==> config.mk <==
export PLATFORM = sky130hd
export DESIGN_NAME = div_n8_cc4
export DESIGN_NICKNAME = d
export VERILOG_FILES = /design/src/rtl/div_n8_cc4.sv
export SDC_FILE = /design/constraint.sdc
export NUM_CORES = 1
export LEC_CHECK = 0
export CORE_UTILIZATION = 51
export CTS_CLUSTER_DIAMETER = 80
export DETAILED_ROUTE_END_ITERATION = 16
export GPL_TIMING_DRIVEN = 0
export PLACE_DENSITY = 0.86
export RECOVER_POWER = 25
export SYNTH_ARGS = -nofsm -noshare
export SYNTH_HDL_FRONTEND = slang
export SYNTH_SLANG_ARGS = --single-unit
export TNS_END_PERCENT = 10
==> constraint.sdc <==
create_clock -name clk -period 2.45 [get_ports clk]
set_input_delay 0.3675 -clock clk [delete_from_list [all_inputs] [get_ports clk]]
set_output_delay 0.3675 -clock clk [all_outputs]
set_load 0.005 [all_outputs]
==> src/rtl/div_n8_cc4.sv <==
// Radix-4 restoring divider: 16-bit dividend / 8-bit divisor.
// It produces two quotient bits per clock over four iterations, MSB digit first.
module div_n8_cc4 (
    input  logic        clk,
    input  logic        rst,
    input  logic        start,
    input  logic [15:0] a,
    input  logic [7:0]  d,
    output logic        busy,
    output logic        done,
    output logic [7:0]  q,
    output logic [7:0]  r,
    output logic        ovf,
    output logic        dbz,
    output logic [1:0]  q_dig,
    output logic        q_dig_valid
);

    typedef enum logic [0:0] {
        IDLE = 1'b0,
        RUN  = 1'b1
    } state_t;

    state_t      state_q, state_d;
    logic [1:0]  k_q, k_d;
    logic [7:0]  d1_q, d1_d;
    logic [8:0]  d2_q, d2_d;
    logic [9:0]  d3_q, d3_d;
    logic [7:0]  s_q, s_d;
    logic [7:0]  rem_q, rem_d;
    logic [5:0]  qi_q, qi_d;
    logic [7:0]  q_q, q_d;
    logic [7:0]  r_q, r_d;
    logic        ovf_q, ovf_d;
    logic        dbz_q, dbz_d;
    logic        busy_q, busy_d;
    logic        done_q, done_d;
    logic [1:0]  q_dig_q, q_dig_d;
    logic        q_dig_valid_q, q_dig_valid_d;

    logic [9:0]  t_s;
    logic [10:0] diff1_s, diff2_s, diff3_s;
    logic [8:0]  ovf_diff_s;
    logic [1:0]  g_s;
    logic [10:0] rem_sel_s;

    // Digit selection: trial-subtract D, 2D and 3D; a clear borrow means g*D fits.
    always_comb begin
        t_s        = {rem_q, s_q[7:6]};
        diff1_s    = {1'b0, t_s} - {3'b000, d1_q};
        diff2_s    = {1'b0, t_s} - {2'b00, d2_q};
        diff3_s    = {1'b0, t_s} - {1'b0, d3_q};
        ovf_diff_s = {1'b0, a[15:8]} - {1'b0, d};
        if (!diff3_s[10]) begin
            g_s       = 2'b11;
            rem_sel_s = diff3_s;
        end else if (!diff2_s[10]) begin
            g_s       = 2'b10;
            rem_sel_s = diff2_s;
        end else if (!diff1_s[10]) begin
            g_s       = 2'b01;
            rem_sel_s = diff1_s;
        end else begin
            g_s       = 2'b00;
            rem_sel_s = {1'b0, t_s};
        end
    end

    // Next-state and output computation for the IDLE/RUN sequencer.
    always_comb begin
        state_d       = state_q;
        k_d           = k_q;
        d1_d          = d1_q;
        d2_d          = d2_q;
        d3_d          = d3_q;
        s_d           = s_q;
        rem_d         = rem_q;
        qi_d          = qi_q;
        q_d           = q_q;
        r_d           = r_q;
        ovf_d         = ovf_q;
        dbz_d         = dbz_q;
        busy_d        = busy_q;
        done_d        = 1'b0;
        q_dig_d       = q_dig_q;
        q_dig_valid_d = 1'b0;
        case (state_q)
            IDLE: begin
                if (start) begin
                    state_d = RUN;
                    k_d     = 2'd0;
                    d1_d    = d;
                    d2_d    = {d, 1'b0};
                    d3_d    = {1'b0, d, 1'b0} + {2'b00, d};
                    s_d     = a[7:0];
                    rem_d   = a[15:8];
                    qi_d    = 6'd0;
                    ovf_d   = ((ovf_diff_s >> 8) == 9'd0);
                    dbz_d   = (d == 8'd0);
                    busy_d  = 1'b1;
                end else begin
                    busy_d = 1'b0;
                end
            end
            RUN: begin
                // Overflow forces an all-ones digit stream; the datapath result is discarded.
                q_dig_d       = ovf_q ? 2'b11 : g_s;
                q_dig_valid_d = 1'b1;
                rem_d         = 8'(rem_sel_s);
                s_d           = {s_q[5:0], 2'b00};
                qi_d          = {qi_q[3:0], g_s};
                k_d           = k_q + 2'd1;
                if (k_q == 2'd3) begin
                    state_d = IDLE;
                    busy_d  = 1'b0;
                    done_d  = 1'b1;
                    q_d     = ovf_q ? 8'hFF : {qi_q, g_s};
                    r_d     = ovf_q ? 8'h00 : 8'(rem_sel_s);
                end else begin
                    busy_d = 1'b1;
                end
            end
            default: begin
                state_d = IDLE;
                busy_d  = 1'b0;
            end
        endcase
    end

    // State and output registers with synchronous reset.
    always_ff @(posedge clk) begin
        if (rst) begin
            state_q       <= IDLE;
            k_q           <= 2'd0;
            d1_q          <= 8'd0;
            d2_q          <= 9'd0;
            d3_q          <= 10'd0;
            s_q           <= 8'd0;
            rem_q         <= 8'd0;
            qi_q          <= 6'd0;
            q_q           <= 8'd0;
            r_q           <= 8'd0;
            ovf_q         <= 1'b0;
            dbz_q         <= 1'b0;
            busy_q        <= 1'b0;
            done_q        <= 1'b0;
            q_dig_q       <= 2'd0;
            q_dig_valid_q <= 1'b0;
        end else begin
            state_q       <= state_d;
            k_q           <= k_d;
            d1_q          <= d1_d;
            d2_q          <= d2_d;
            d3_q          <= d3_d;
            s_q           <= s_d;
            rem_q         <= rem_d;
            qi_q          <= qi_d;
            q_q           <= q_d;
            r_q           <= r_d;
            ovf_q         <= ovf_d;
            dbz_q         <= dbz_d;
            busy_q        <= busy_d;
            done_q        <= done_d;
            q_dig_q       <= q_dig_d;
            q_dig_valid_q <= q_dig_valid_d;
        end
    end

    assign busy        = busy_q;
    assign done        = done_q;
    assign q           = q_q;
    assign r           = r_q;
    assign ovf         = ovf_q;
    assign dbz         = dbz_q;
    assign q_dig       = q_dig_q;
    assign q_dig_valid = q_dig_valid_q;

endmodule

==> metrics.md, run 1 <==
| Metric | Value |
|---|---|
| Most used DFF post-synth | dfxtp_1 |
| DIE HEIGHT | slightly above 90 microns |
| Minimum clock period | 2500 ps |
| Syn. warnings | 0 |
| Crit. End Element | flop |
| # clock sinks | 64 |
| HP Class | input port to flop |
| Via count | 4,011 |
| # port buffers | 48 |
| Pin count of the biggest net entering global routing | 11 |
| PD cells | 805 nW/um^2 |
| Total Wirelength | 12,100 microns |
| Reg clk slew, reported paths | 70 ps |
| Setup Skew | 6.68 ps |
| Yosys cell types | 61 |
| Tcrit/Tclk final | 102% |
| Ys async rst share | 0% |
| RSZ-0062 raised after global routing | yes |
| Post-synth EDFFs | 0 |
| Grt ovf | 0 |
| Post-synthesis register bit count | 64 |
| Worst Max-Slew Pin Slew | 681 ps |
| Max Cap Violations | 0 |
| Power after layout | just over 4 mW |
| Critical Path RT | about 2700 ps |
| Die area | around 8500 sq um |
| CTS max path bufs | 2 |
| DR vias/cell | approximately 5.9 |
| Crit start category | flop |
| Hold_buf cts | 0 |
| Critical path peak fanout | 6 |
| Main area contributors after synthesis | dfxtp_1, ha_1, a21oi_1 |
| Max transition margin | 54.6% |
| Drt initial violations | between 300 and 400 |
| Leading area contributor after synthesis | dfxtp_1 |
| Clock Latency Late Sink | 350 ps |
| Fmax | 399 MHz |
| # nets final | 653 |
| Core Area | 7810 sq um |
| Initial antenna violation count | 0 |
| First-pass GRT wire length | 19,100 microns |
| GRT Total Usage | between 20 and 30% |
| CTS tree | done |
| DRT Pass-1 Iters | 5 |
| Root Buffer | clkbuf_8 |
| Area Growth Syn to Fin | 23.7% |
| Diodes inserted | 0 |
| CP peak stage delay | 430 ps |
| Highest-delay cell along the critical path | dfxtp_2 |
| Run status | finished, violations left |
| Crit-path cells | ha_1 > a21o_1 > a221o_1 > buf_4 > nor2_2 > o21ai_0 > a311o_1 > a32o_1 |
| Worst path arrival time | 2750 ps |
| Syn Area/Cell | between 8 and 9 sq um |
| Sequential area share after synthesis | 30.7% |
| Placement Setup Slack | -397 ps |
| Vias in the first global route | 3,992 |
| Share of layout cells above drive strength 1 | 11.1% |
| GPL Wtd Cong | 0.966 |
| DRC Markers | 0 |
| Slew Limit Fails | 0 |
| Wire per inst | 17.7 microns |
| H-tree depth | 3 |
| Cts bufs inserted | 9 |
| Worst setup margin | -53.3 ps |
| Final count of hold timing violations | 0 |
| Reg2Reg Setup Slack | -50 ps |
| Failing checks | setup timing |
| Initial Utilization | 53.4% |
| Num ports | 50 |
| Die X | 92.4 microns |
| Synthesized area | 4170 sq um |
| Std-Cell Rows | 32 |
| Maximum VDD drop | 0.406 mV |
| Synth Instances | roughly 500 |
| # setup viols final | 4 |
| Share of the synthesized area in the top cell type | a little under a third |
| DP HPWL | 9090 microns |
| Post-Route Utilization | between 60% and 70% |
| Post-synthesis net count | 589 |
| Leakage power | 2.10 nW |
| DRT antenna net count | 0 |
| Setup CP Type | flop to flop |
## final timing paths
check / from / to / cells past startpoint
max: rem_q[6]$_SDFFE_PP0P_ / r[3]$_SDFFE_PP0P_ / 8
min: d[0] / d3_q[0]$_SDFFE_PP0P_ / 3
max reg2reg: rem_q[6]$_SDFFE_PP0P_ / r[3]$_SDFFE_PP0P_ / 8
min reg2reg: d2_q[6]$_SDFFE_PP0P_ / d2_q[6]$_SDFFE_PP0P_ / 2
## cells in the mapped netlist, types with 7 or more instances
master    instances
a211oi_1         20
a21oi_1          46
clkbuf_1         16
dfxtp_1          64
ha_1             46
inv_1            33
mux2i_1          13
nand2_1          45
nand2b_1         11
nor2_1           59
nor2b_1           9
nor3_1           22
nor3b_1           9
o21a_1            8
o21ai_0          21
xnor2_1           7
## state kept, by name, indices dropped and copies added, names as in the netlist, 6 cells and up
signal / count
qi_q: 6
q: 8
r: 8
d3_q: 10
d2_q: 7
rem_q: 8
s_q: 8
## metal layers
layer / share of wire [%] / track usage, % / vias to the layer above
met5: 0 / 0 / -
met4: 3.2 / 13.8 / 0
met3: 7.1 / 6.65 / 34
met2: 48 / 48.3 / 172
met1: 42 / 35.0 / 1856
li1: - / - / 1949
## critical path, delay by kind of cell (launching register included)
family	cells	cell delay, ps
AO/OA/AOI/OAI	5	1270
flip-flops	1	430
adder cells (fa/ha/maj)	1	280
AND/OR/NAND/NOR	1	260
buffers and inverters	1	170
## per-stage QoR
step	instances	hold slack (ps)	setup TNS, ps	instance area [sq um]
3_5_place_dp	662	448	-4850	4780
5_1_grt	681	360	-779	5150
4_1_cts	682	454	-35.2	5070
3_3_place_gp	662	438	-3600	4780
2_1_floorplan	512	432	0	4170
6_report	681	347	-128	5150
## timing repair
action	CTS	global route
pin swaps	7	10
gates resized for setup	21	22
buffers inserted	7	0
endpoints found under the setup margin	21	24
## kinds of logic (layout without fill, tap and decap cells)
logic type / after synthesis / in the layout / synth area share [%]
multiplexers: 15 / 15 / 3.66
AO/OA/AOI/OAI: 138 / 138 / 22.1
buffers and inverters: 56 / 123 / 5.07
flip-flops: 64 / 64 / 30.7
AND/OR/NAND/NOR: 177 / 177 / 20.2
XOR/XNOR: 12 / 12 / 2.52
adder cells (fa/ha/maj): 50 / 50 / 15.7
## layout make-up
| class | count | area [sq um] |
|---|---|---|
| buffer | 21 | 78.8 |
| clock buffer | 11 | 151 |
| clock inverter | 3 | 42.5 |
| fill | 657 | 2650 |
| inverter | 33 | 124 |
| multi-input combinational | 392 | 2800 |
| sequential | 64 | 1290 |
| tap | 102 | 128 |
| timing repair buffer | 55 | 538 |
## cell usage in the layout, fill, tap and decap left out, types with 8 or more instances in the layout
cell type,count
dlygate4sd3_1,16
clkbuf_8,11
mux2i_1,13
dfxtp_2,9
a21oi_1,45
nor3_1,22
o21a_1,8
nand2b_1,11
nor2_1,57
a211oi_1,17
nor3b_1,9
ha_1,43
clkbuf_1,15
clkdlybuf4s50_1,30
dfxtp_1,55
o21ai_0,18
inv_1,32
nand2_1,45
## power by group
part	leakage (nW)	internal, mW	switching [mW]
sequential	0.526	1.12	0.0973
clock	0.0973	0.512	0.408
combinational	1.48	0.871	1.14
total	2.10	2.51	1.64
Power figures use the tool's default switching activity.
==> run 2, diff against run 1 <==
- CORE_UTILIZATION: 51 -> 57
- PLACE_DENSITY: 0.86 -> 0.9
- SKIP_CTS_REPAIR_TIMING: unset -> 1
- clock period: 2.45 -> 2.68 ns (I/O delays scaled with it)
==> run 2 against run 1 <==
  * The run now ends clean
  * Clock skew increased by 11 ps
  * Sequential power decreased by 9%
  * Cell count decreased by 1.3%
  * Die area decreased by 10%
  * Sequential share of layout area increased by 0.45 points
  * Critical path type unchanged
  * Largest cell class unchanged
  * Highest routed layer unchanged
==> metrics.md, run 2 (same netlist as run 1, synthesis figures left out) <==
| Metric | Value |
|---|---|
| Crit-path cells | inv_2 > ha_4 > fa_1 > nand2b_2 > a21oi_2 > o311a_4 > or4_4 > a211o_1 > o311ai_2 > a22o_1 |
| Worst Hold End | r[7]$_SDFFE_PP0P_ |
| Clock Latency Late Sink | 360 ps |
| # setup viols final | 0 |
| HP Class | flop to flop |
| Worst path arrival time | 2900 ps |
| # port buffers | 48 |
| Psw | 1.47 mW |
| Max FFs per register | 10 |
| Share of layout cells above drive strength 1 | under 10% |
| Maximum VDD drop | 0.476 mV |
| Most frequent cells in the layout | nor2_1, dfxtp_1, a21oi_1, nand2_1, ha_1 |
| Flop pwr share | a little under a third |
| Reg2Reg Depth | 10 |
| Pin count of the biggest net entering global routing | 12 |
| Crit start category | flop |
| Hold depth | 2 |
| CTS tree | done |
| Minimum clock period | around 2600 ps |
| Sw Share | between 30% and 40% |
| DRT antenna net count | 0 |
| DRC Markers | 0 |
| Reg clk slew, reported paths | 70 ps |
| Crit. End Element | flop |
| CP peak stage delay | 580 ps |
| Die X | around 88 microns |
| Die area | 7660 sq um |
| H-tree depth | 3 |
| Clock network fraction of design power | 24.8% |
| Combinational power share | 45.3% |
| DRT met1 WL | 4880 microns |
| Std-Cell Rows | 30 |
| Critical Path RT | 2980 ps |
| Diodes inserted | 0 |
| Core Area | between 6000 and 7000 sq um |
| Top reg by flops | d3_q |
| Placement Setup Slack | -121 ps |
| First-pass GRT wire length | 18,900 microns |
| Grt ovf | 0 |
| Via count | 4,104 |
| Num ports | 50 |
| DRT Pass-1 Iters | 5 |
| Reg2Reg Setup Slack | 80 ps |
| PD cells | about 740 nW/um^2 |
| Run status | finished clean |
| Max Cap Violations | 0 |
| WL met3 | 951 microns |
| Post-Route Utilization | about 73% |
| Fmax | 385 MHz |
| Setup Skew | 17.2 ps |
| DIE HEIGHT | 87.5 microns |
| Area Growth Syn to Fin | 21.2% |
| WL met2 | 5510 microns |
| FF-to-FF Start | s_q[6]$_SDFFE_PP0P_ |
| Internal cell power | 2.25 mW |
| DP HPWL | slightly below 9000 microns |
| Initial antenna violation count | 0 |
| DR vias/cell | 6.11 |
| Highest-delay cell along the critical path | or4_4 |
| Worst setup margin | 80.3 ps |
| GRT Total Usage | 32.9% |
| Tcrit/Tclk final | 97.0% |
| Wire per inst | 17.6 microns |
| Initial Utilization | 60.0% |
| Drt initial violations | 419 |
| Top layer in use | met4 |
| Leakage power | 2.06 nW |
| Critical path peak fanout | 5 |
| Max transition margin | 43.1% |
| Total Wirelength | 11,800 microns |
| FF-to-FF End | r[6]$_SDFFE_PP0P_ |
| Cts bufs inserted | 9 |
| Setup CP Type | flop to flop |
| Slew Limit Fails | 0 |
| CTS max path bufs | 2 |
| Final count of hold timing violations | 0 |
| Root Buffer | clkbuf_8 |
| Hold path start | r[7]$_SDFFE_PP0P_ |
| # clock sinks | 64 |
| # nets final | roughly 650 |
| Vias in the first global route | 3,926 |
| GPL Wtd Cong | between 0.9 and 1 |
| Worst Max-Slew Pin Slew | roughly 850 ps |
==> run 2: power by group through the flow <==
stage / clock network, mW / registers, mW / logic, mW
floorplan: 0 / 1.09 / 1.16
global placement: 0 / 1.12 / 1.51
detailed placement: 0 / 1.12 / 1.55
CTS: 0.918 / 1.10 / 1.56
global route: 0.952 / 1.12 / 1.82
finish: 0.921 / 1.11 / 1.68
==> run 2: per-stage QoR <==
stage,cell area [sq um],power [mW],setup TNS [ps],hold WS (ps),cells
final,5050,3.72,0,454,672
after global routing,5050,3.90,-67.9,492,672
after floorplan,4170,2.25,0,432,512
after global placement,4770,2.63,-380,438,656
after CTS,4980,3.58,-827,456,672
after detailed placement,4770,2.67,-612,448,656
==> run 2: routing by layer <==
layer  up-vias  track usage, %
met4         0            16.2
met3        51            6.54
li1       1937               -
met5         -               0
met2       216            53.7
met1      1900            41.5
==> run 2: final cells by class <==
type,count,area (sq um)
Sequential cell,64,1290
Buffer,22,83.8
Tap cell,96,120
Timing Repair Buffer,49,488
Clock inverter,5,81.3
Multi-Input combinational cell,392,2730
Clock buffer,11,131
Fill cell,525,1890
Inverter,33,124
==> run 2: critical path, delay by kind of cell (launching register included) <==
family / cells / cell delay [ps]
compound gates: 5 / 1010
fa+ha+maj: 2 / 360
buf+inv: 1 / 120
flops: 1 / 320
simple gates: 2 / 730
==> run 2: how the worst max path moves through the flow <==
stage / start / to / depth (start not counted)
floorplan: s_q[6]$_SDFFE_PP0P_ / r[6]$_SDFFE_PP0P_ / 10
global placement: s_q[6]$_SDFFE_PP0P_ / r[1]$_SDFFE_PP0P_ / 9
detailed placement: s_q[6]$_SDFFE_PP0P_ / rem_q[1]$_SDFFE_PP0P_ / 9
CTS: s_q[6]$_SDFFE_PP0P_ / rem_q[1]$_SDFFE_PP0P_ / 9
global route: d2_q[8]$_SDFFE_PP0P_ / rem_q[7]$_SDFFE_PP0P_ / 7
finish: s_q[6]$_SDFFE_PP0P_ / r[6]$_SDFFE_PP0P_ / 10
==> run 3, diff against run 2 <==
- SLEW_MARGIN: unset -> 20
- clock period: 2.68 -> 2.87 ns (I/O delays scaled with it)
==> run 3 against run 2 <==
  * Sequential share of layout area increased by 0.18 points
  * Critical endpoint is now r[0]$_SDFFE_PP0P_
  * Cell count unchanged
  * First-iteration DRC count grew 5.3%
  * Fmax is 6.8% lower
  * Largest power group unchanged
  * Routed wire length down 0.90%
  * Power is 8.8% lower
==> metrics.md, run 3 (same netlist as run 1, synthesis figures left out) <==
| Metric | Value |
|---|---|
| Max FFs per register | 10 |
| # nets final | between 600 and 700 |
| Grt ovf | 0 |
| DR vias/cell | 6.10 |
| Share of layout cells above drive strength 1 | under 10% |
| Vias in the first global route | 3,926 |
| Via count | 4,097 |
| Root Buffer | clkbuf_8 |
| Diodes inserted | 0 |
| Worst setup margin | between 70 and 80 ps |
| DRC Markers | 0 |
| Initial antenna violation count | 0 |
| Worst Hold End | r[7]$_SDFFE_PP0P_ |
| RSZ-0062 raised after global routing | no |
| Die X | 87.5 microns |
| DRT antenna net count | 0 |
| Max transition margin | 47.0% |
| Critical path peak fanout | 6 |
| Run status | finished clean |
| Crit. End Element | flop |
| Crit start category | flop |
| Final count of hold timing violations | 0 |
| Placed cells | about 660 |
| Initial Utilization | 60.0% |
| CTS max path bufs | 2 |
| Power after layout | approximately 3.4 mW |
| Std-Cell Rows | 30 |
| Maximum VDD drop | approximately 0.44 mV |
| Reg2Reg Depth | 10 |
| Post-route cell area | 4980 sq um |
| Die area | 7660 sq um |
| Drt initial violations | 441 |
| PD cells | about 680 nW/um^2 |
| First-pass GRT wire length | approximately 19,000 microns |
| Reg2Reg Setup Slack | 80 ps |
| Crit-path cells | inv_1 > ha_1 > nand2b_1 > a21o_1 > a21oi_1 > or2_2 > clkbuf_1 > o21ai_2 > nand2b_1 > a32o_1 |
| Leakage power | 2.05 nW |
| CP peak stage delay | 470 ps |
| Total Wirelength | 11,700 microns |
| Fin Hold WS | 456 ps |
| Post-Route Utilization | roughly 72% |
| # clock sinks | 64 |
| Non-filler cells, final | 672 |
| Setup CP Type | flop to flop |
| H-tree depth | 3 |
| Cts bufs inserted | 9 |
| Minimum clock period | 2790 ps |
| Core Area | just under 7000 sq um |
| Fmax | 358 MHz |
| Area Growth Syn to Fin | 19.6% |
| # port buffers | 48 |
| Hold depth | 2 |
| Most frequent cells in the layout | dfxtp_1, nor2_1, a21oi_1 |
| Slew Limit Fails | 0 |
| CTS tree | done |
| GPL Wtd Cong | 0.954 |
| DP HPWL | 8910 microns |
| Worst path arrival time | slightly above 3000 ps |
| Reg clk slew, reported paths | 80 ps |
| Critical Path RT | 3120 ps |
| Hold path start | r[7]$_SDFFE_PP0P_ |
| GRT Total Usage | 32.9% |
| Tcrit/Tclk final | between 90 and 100% |
| Fill cell count | 539 |
| # setup viols final | 0 |
| FF-to-FF End | r[0]$_SDFFE_PP0P_ |
| DIE HEIGHT | 87.5 microns |
| Placed inst area | 4770 sq um |
| FF-to-FF Start | s_q[7]$_SDFFE_PP0P_ |
| Top reg by flops | d3_q |
| DRT Pass-1 Iters | 5 |
| Highest-delay cell along the critical path | dfxtp_1 |
| Clock Latency Late Sink | 360 ps |
| Setup Skew | approximately 16 ps |
| Placement Setup Slack | ~70 ps |
| HP Class | flop to flop |
| Wire per inst | 17.4 microns |
| Worst path most repeated cell | nand2b_1 |
| Num ports | 50 |
| Final setup TNS | 0 ps |
| Max Cap Violations | 0 |
| Pin count of the biggest net entering global routing | 12 |
| Commonest non-fill, non-tap cell in the layout | dfxtp_1 |
| Worst Max-Slew Pin Slew | 793 ps |
run 3: changes by cell type in the layout (fill, tap and decap cells not counted), sizes merged:
cell and change:
clkbuf +1, buf -1
run 3: final cells by class:
type | instances | area, sq um | share of cell area [%]
well taps | 96 | 120 | 2.41
inverters | 33 | 124 | 2.48
repair buffers | 48 | 480 | 9.64
flip-flops and latches | 64 | 1280 | 25.7
plain buffers | 23 | 87.6 | 1.76
multi-input cells | 392 | 2680 | 53.7
clock buffers | 11 | 131 | 2.64
clock inverters | 5 | 81.3 | 1.63
run 3: metal layers:
layer  global-route usage [%]  wire length [microns]  part of all wire, %
met2                     53.7                   5460                   47
met3                     6.54                    977                  8.3
met5                        0                      0                    0
met4                     16.2                    492                  4.2
met1                     41.5                   4790                   41
run 3: worst max-delay path: cells and delay by family, from the launching register on:
| family | cells | cell delay, ps |
|---|---|---|
| AOI/OAI and AO/OA | 4 | 970 |
| DFF | 1 | 470 |
| adders and majority gates | 1 | 230 |
| and+or+nand+nor | 3 | 540 |
| buffers and inverters | 2 | 480 |
run 3: report_power, final:
part	switching (mW)	internal (mW)
clock	0.367	0.490
combinational	0.878	0.618
sequential	0.0826	0.953
run 3: worst max-delay path by stage:
stage,startpoint,endpoint,slack (ps),cells after the start
finish,s_q[7]$_SDFFE_PP0P_,r[0]$_SDFFE_PP0P_,80,10
global route,s_q[7]$_SDFFE_PP0P_,r[4]$_SDFFE_PP0P_,10,10
CTS,s_q[6]$_SDFFE_PP0P_,rem_q[1]$_SDFFE_PP0P_,50,9
detailed placement,s_q[6]$_SDFFE_PP0P_,rem_q[1]$_SDFFE_PP0P_,70,9
global placement,s_q[6]$_SDFFE_PP0P_,r[1]$_SDFFE_PP0P_,80,9
floorplan,s_q[6]$_SDFFE_PP0P_,r[6]$_SDFFE_PP0P_,490,10
